==> src/rtl/instr_fetch.sv <==
`default_nettype none
// ============================================================================
// Module   : instr_fetch
// Brief    : Instruction fetch unit with in-order fetch queue and redirect flush.
//            Optional macro FETCH_PERF_CNT_EN adds the stall_cycles counter.
// Revision : 1.0
// ============================================================================
module instr_fetch #(
    parameter int DEPTH = 4,
    parameter int XLEN  = 64
) (
    input  logic            clk,
    input  logic            reset,
    input  logic [XLEN-1:0] pc,
    output logic [XLEN-1:0] pc_next,
    input  logic            redirect_valid,
    input  logic [XLEN-1:0] redirect_pc,
    output logic            imem_req_valid,
    input  logic            imem_req_ready,
    output logic [XLEN-1:0] imem_req_addr,
    input  logic            imem_resp_valid,
    input  logic [31:0]     imem_resp_data,
    output logic            id_valid,
    input  logic            id_ready,
    output logic [XLEN-1:0] id_pc,
    output logic [31:0]     id_instr
`ifdef FETCH_PERF_CNT_EN
    ,
    output logic [31:0]     stall_cycles
`endif
);

    localparam int c_ptr_w = $clog2(DEPTH);
    localparam int c_cnt_w = c_ptr_w + 1;
    localparam logic [c_ptr_w-1:0] c_ptr_one = c_ptr_w'(1);

    logic [XLEN-1:0]    entry_pc_q    [DEPTH];
    logic [31:0]        entry_instr_q [DEPTH];
    logic [DEPTH-1:0]   filled_q;
    logic [c_ptr_w-1:0] head_q, head_d;
    logic [c_ptr_w-1:0] tail_q, tail_d;
    logic [c_ptr_w-1:0] fill_q, fill_d;
    logic [c_cnt_w-1:0] alloc_cnt_q, alloc_cnt_d;
    logic [c_cnt_w-1:0] pend_cnt_q, pend_cnt_d;
    logic [c_cnt_w-1:0] drop_cnt_q, drop_cnt_d;

    logic               w_redirect;
    logic               w_issue;
    logic               w_pop;
    logic               w_resp_drop;
    logic               w_resp_fill;
    logic [c_cnt_w:0]   w_occupancy;

    assign w_redirect  = redirect_valid & ~reset;
    assign w_occupancy = {1'b0, alloc_cnt_q} + {1'b0, drop_cnt_q};

    assign imem_req_addr  = pc;
    assign imem_req_valid = ~reset & ~redirect_valid & (w_occupancy < (c_cnt_w+1)'(DEPTH));
    assign w_issue        = imem_req_valid & imem_req_ready;
    assign w_pop          = id_valid & id_ready & ~w_redirect;

    // Stale responses are consumed first; a response with nothing outstanding is ignored.
    assign w_resp_drop = imem_resp_valid & (drop_cnt_q != '0);
    assign w_resp_fill = imem_resp_valid & (drop_cnt_q == '0) & (pend_cnt_q != '0);

    assign pc_next = w_redirect ? redirect_pc :
                     w_issue    ? pc + XLEN'(4) : pc;

    assign id_valid = filled_q[head_q];
    assign id_pc    = entry_pc_q[head_q];
    assign id_instr = entry_instr_q[head_q];

    always_comb begin
        head_d      = head_q;
        tail_d      = tail_q;
        fill_d      = fill_q;
        alloc_cnt_d = alloc_cnt_q;
        pend_cnt_d  = pend_cnt_q;
        drop_cnt_d  = drop_cnt_q;
        if (w_redirect) begin
            head_d      = '0;
            tail_d      = '0;
            fill_d      = '0;
            alloc_cnt_d = '0;
            pend_cnt_d  = '0;
            // A response arriving with the redirect already pays off one stale request.
            drop_cnt_d  = drop_cnt_q + pend_cnt_q - c_cnt_w'(w_resp_drop | w_resp_fill);
        end else begin
            if (w_issue) begin
                tail_d = tail_q + c_ptr_one;
            end
            if (w_resp_fill) begin
                fill_d = fill_q + c_ptr_one;
            end
            if (w_pop) begin
                head_d = head_q + c_ptr_one;
            end
            alloc_cnt_d = alloc_cnt_q + c_cnt_w'(w_issue) - c_cnt_w'(w_pop);
            pend_cnt_d  = pend_cnt_q + c_cnt_w'(w_issue) - c_cnt_w'(w_resp_fill);
            drop_cnt_d  = drop_cnt_q - c_cnt_w'(w_resp_drop);
        end
    end

    always_ff @(posedge clk or posedge reset) begin
        if (reset) begin
            head_q      <= '0;
            tail_q      <= '0;
            fill_q      <= '0;
            alloc_cnt_q <= '0;
            pend_cnt_q  <= '0;
            drop_cnt_q  <= '0;
            filled_q    <= '0;
            for (int i = 0; i < DEPTH; i++) begin
                entry_pc_q[i]    <= '0;
                entry_instr_q[i] <= '0;
            end
        end else begin
            head_q      <= head_d;
            tail_q      <= tail_d;
            fill_q      <= fill_d;
            alloc_cnt_q <= alloc_cnt_d;
            pend_cnt_q  <= pend_cnt_d;
            drop_cnt_q  <= drop_cnt_d;
            if (w_redirect) begin
                filled_q <= '0;
            end else begin
                if (w_issue) begin
                    entry_pc_q[tail_q] <= pc;
                end
                if (w_resp_fill) begin
                    entry_instr_q[fill_q] <= imem_resp_data;
                    filled_q[fill_q]      <= 1'b1;
                end
                if (w_pop) begin
                    filled_q[head_q] <= 1'b0;
                end
            end
        end
    end

`ifdef FETCH_PERF_CNT_EN
    logic [31:0] stall_cnt_q;

    always_ff @(posedge clk or posedge reset) begin
        if (reset) begin
            stall_cnt_q <= '0;
        end else if (!id_valid && (stall_cnt_q != '1)) begin
            stall_cnt_q <= stall_cnt_q + 32'd1;
        end
    end

    assign stall_cycles = stall_cnt_q;
`endif

endmodule
`default_nettype wire

==> config.mk <==
export PLATFORM = sky130hd
export DESIGN_NAME = instr_fetch
export DESIGN_NICKNAME = d
export VERILOG_FILES = /design/src/rtl/instr_fetch.sv
export SDC_FILE = /design/constraint.sdc
export NUM_CORES = 1
export LEC_CHECK = 0
export CAP_MARGIN = 20
export CORE_ASPECT_RATIO = 0.7
export CORE_UTILIZATION = 35
export CTS_CLUSTER_DIAMETER = 80
export DETAILED_ROUTE_END_ITERATION = 8
export PLACE_DENSITY_LB_ADDON = 0.15
export SLEW_MARGIN = 20
export SYNTH_ARGS = -nofsm -noshare
export SYNTH_HDL_FRONTEND = slang
export SYNTH_SLANG_ARGS = --single-unit
export TNS_END_PERCENT = 20
==> constraint.sdc <==
create_clock -name clk -period 34.3 [get_ports clk]
set_clock_uncertainty 0.15 [all_clocks]
set_input_delay 6.86 -clock clk [delete_from_list [all_inputs] [get_ports clk]]
set_output_delay 6.86 -clock clk [all_outputs]
set_load 0.02 [all_outputs]
==> results.json <==
{
  "status": "finished clean",
  "grt_pass1_vias": 14575,
  "grt_use_total": 0.2041,
  "drc": 0,
  "postCtsHoldBufs": 0,
  "synthCells": 1583,
  "ys_ff_latch": 403,
  "ys.flop_type": "dfrtp_1",
  "p_int_mw": 1.248,
  "ir_drop_mv": 0.03620,
  "syn_area_per_cell_um2": 12.99,
  "p_switching_uw": 581.4,
  "p_comb_frac": 0.370,
  "synth.distinct_cells": 58,
  "max_freq_mhz": 56.44,
  "cap_violations": 0,
  "dr.pass1.iters": 4,
  "start_util": 0.3584,
  "maxSlewViolCount": 0,
  "grt_setup_unrepaired": "false",
  "clk_pin_slew_ps": 60,
  "vias": 14094,
  "hold_class": "flop to flop",
  "dr.first_iter.drc_count": 787,
  "cts_made_buffers": 44,
  "crit_required_ps": 27290,
  "fin_nets": 2049,
  "wl_mm": 60.85,
  "p_sw_frac": 0.3179,
  "final_layout_size_suffix_gt1_frac": 0.3016,
  "seq_power_share": 0.365,
  "hold_viol": 0,
  "min_to": "entry_pc_q[249]",
  "post_cts_buffers": 0,
  "period_minus_slack_ps": 17720,
  "h-tree-depth": 2,
  "setup_tns_ps": 0,
  "min_from": "entry_pc_q[249]",
  "dieArea_um2": 59720,
  "placed_area_um2": 24640,
  "clkSinkCount": 403,
  "min_period_over_period": 0.5165,
  "ant_nets": 0,
  "synth.net_count": 1776,
  "clkPwrFrac": 0.265,
  "antenna_found_initial": 6,
  "clk_path_buf_depth": 3,
  "async_flop_share": 1.000,
  "relSlewSlack": 0.2621,
  "worstSetupStartpointType": "primary input",
  "clk_latency_ps": 580,
  "grt_overflow": 0,
  "synth_seq_area_share": 0.4906,
  "yosys_warnings": 0,
  "r2r-start": "head_q[1]",
  "timing.rr.end": "alloc_cnt_q[2]",
  "leakage_nw": 11.43,
  "critical_path_class": "primary input to output port",
  "cts_tree": "done",
  "grt_max_degree": 152,
  "syn_area_um2": 20560,
  "routedWlPerCell_um": 23.04,
  "core_um2": 57360,
  "vias_per_cell": 5.337,
  "num_rows": 73,
  "io_buffers": 391,
  "setup.worst_path.end_class": "output port",
  "hold-path-cell-count": 2,
  "grt_pass1_wl_mm": 92.60,
  "rrSetupSlack_ps": 29720,
  "setup_viol": 0,
  "path_max_fanout": 8,
  "die-width_um": 291.7,
  "cts.repair.resized": 0,
  "cp.arrival_ps": 10710,
  "worst_slew_pin_slew_ps": 1107,
  "area_growth_pct": 26.96,
  "r2r_cells": 12,
  "cellPowerDensity_nw_per_um2": 70.08,
  "hpwl_mm": 41.07,
  "cts-root-buf": "clkbuf_16",
  "stdcell_area_um2": 26100,
  "die_h_um": 204.8,
  "synth_edf_count": 0,
  "place.gp.congestion": 0.8238,
  "pin_count": 392
}
## metrics by stage
step                      setup slack (ps)  hold WS, ps  total power, mW  instances    util
after floorplan                      16080        294.6            1.079       1583       -
after global routing                 16340        352.6            1.922       2641  0.4550
after detailed placement             16610        315.0            1.361       2560  0.4295
after CTS                            16610        328.8            1.856       2640  0.4550
after global placement               16610        307.1            1.348       2560  0.4295
final                                16580        326.5            1.829       2641  0.4550
## cells in the final DEF (no fill, tap or decap), drive strengths merged, types with 4 or more instances in the layout
cell,n
dfrtp,403
clkdlybuf4s50,391
mux2,361
nand2,109
mux4,97
clkbuf,70
o21ai,69
nor2,48
nand4,35
inv,30
a31oi,26
nand3,24
ha,24
xnor2,23
nor3,20
or3,20
buf,19
xor2,17
nor4,13
and4,10
or4,10
and3,9
o31ai,7
and2,6
a21oi,6
a22oi,5
clkinv,5
o211ai,4
## layout make-up
class | count | area, um^2
flip-flops and latches | 403 | 10090
fillers | 5216 | 31260
well taps | 750 | 938.4
clock inverters | 10 | 158.9
clock buffers | 70 | 1299
multi-input cells | 969 | 9427
repair buffers | 410 | 4069
inverters | 28 | 112.6
diodes | 1 | 2.502
## worst max path at each step
| stage | from | endpoint |
|---|---|---|
| after CTS | reset | pc_next[20] |
| after global placement | pc[37] | pc_next[59] |
| after floorplan | reset | alloc_cnt_q[0] |
| after detailed placement | reset | pc_next[20] |
| after global routing | pc[26] | pc_next[59] |
| final | reset | pc_next[61] |
## sequential cells by signal, indices dropped and copies added (netlist names)
signal / flops
entry_pc_q: 256
entry_instr_q: 128
filled_q: 4
alloc_cnt_q: 3
drop_cnt_q: 3
pend_cnt_q: 3
fill_q: 2
head_q: 2
tail_q: 2
## cells in the mapped netlist, drive strengths merged (3+ instances only)
| cell type | count | share of area |
|---|---|---|
| dfrtp | 403 | 0.49 |
| mux2 | 361 | 0.20 |
| buf | 130 | 0.039 |
| nand2 | 109 | 0.020 |
| mux4 | 97 | 0.11 |
| o21ai | 69 | 0.017 |
| clkbuf | 53 | 0.0099 |
| nor2 | 48 | 0.0088 |
| nand4 | 35 | 0.012 |
| inv | 27 | 0.0049 |
| a31oi | 26 | 0.0079 |
| ha | 24 | 0.015 |
| nand3 | 24 | 0.0058 |
| xnor2 | 23 | 0.0098 |
| nor3 | 20 | 0.0049 |
| or3 | 20 | 0.0061 |
| xor2 | 17 | 0.0072 |
| nor4 | 13 | 0.0050 |
| and4 | 10 | 0.0043 |
| or4 | 10 | 0.0039 |
| and3 | 9 | 0.0028 |
| o31ai | 7 | 0.0026 |
| a21oi | 6 | 0.0015 |
| and2 | 6 | 0.0018 |
| a22oi | 5 | 0.0018 |
| o211ai | 4 | 0.0015 |
| fa | 3 | 0.0029 |
## critical path, stage by stage
cell             delay [ps]
clkdlybuf4s50_1         600
or4_1                   600
nor4_4                  630
nand3_1                 530
or4_1                   640
a31oi_1                 190
clkdlybuf4s50_1         650
## metal layers
layer  GRT usage  part of all wire
met1      0.2802              0.45
met2      0.3273              0.47
met3     0.04242             0.055
met4     0.05639             0.021
met5           0           0.00048
## kinds of logic (layout without fill, tap and decap cells)
logic type                 after synthesis  count (layout)  synth area share
buffers and inverters                  211             518           0.05350
adders and majority gates               27              27           0.01753
AOI/OAI and AO/OA                      124             124           0.03512
xor gates and xnor gates                40              40           0.01704
muxes                                  460             460            0.3050
other                                    0               1                 0
DFF                                    403             403            0.4906
and+or+nand+nor                        318             318           0.08120
## power by group through the flow
| stage | sequential [mW] | clock (mW) | combinational [mW] |
|---|---|---|---|
| 6_report | 0.667 | 0.485 | 0.677 |
| 2_1_floorplan | 0.645 | 0 | 0.435 |
| 3_3_place_gp | 0.670 | 0 | 0.678 |
| 3_5_place_dp | 0.675 | 0 | 0.686 |
| 4_1_cts | 0.668 | 0.499 | 0.689 |
| 5_1_grt | 0.684 | 0.517 | 0.721 |
(Power assumes the default switching activity.)
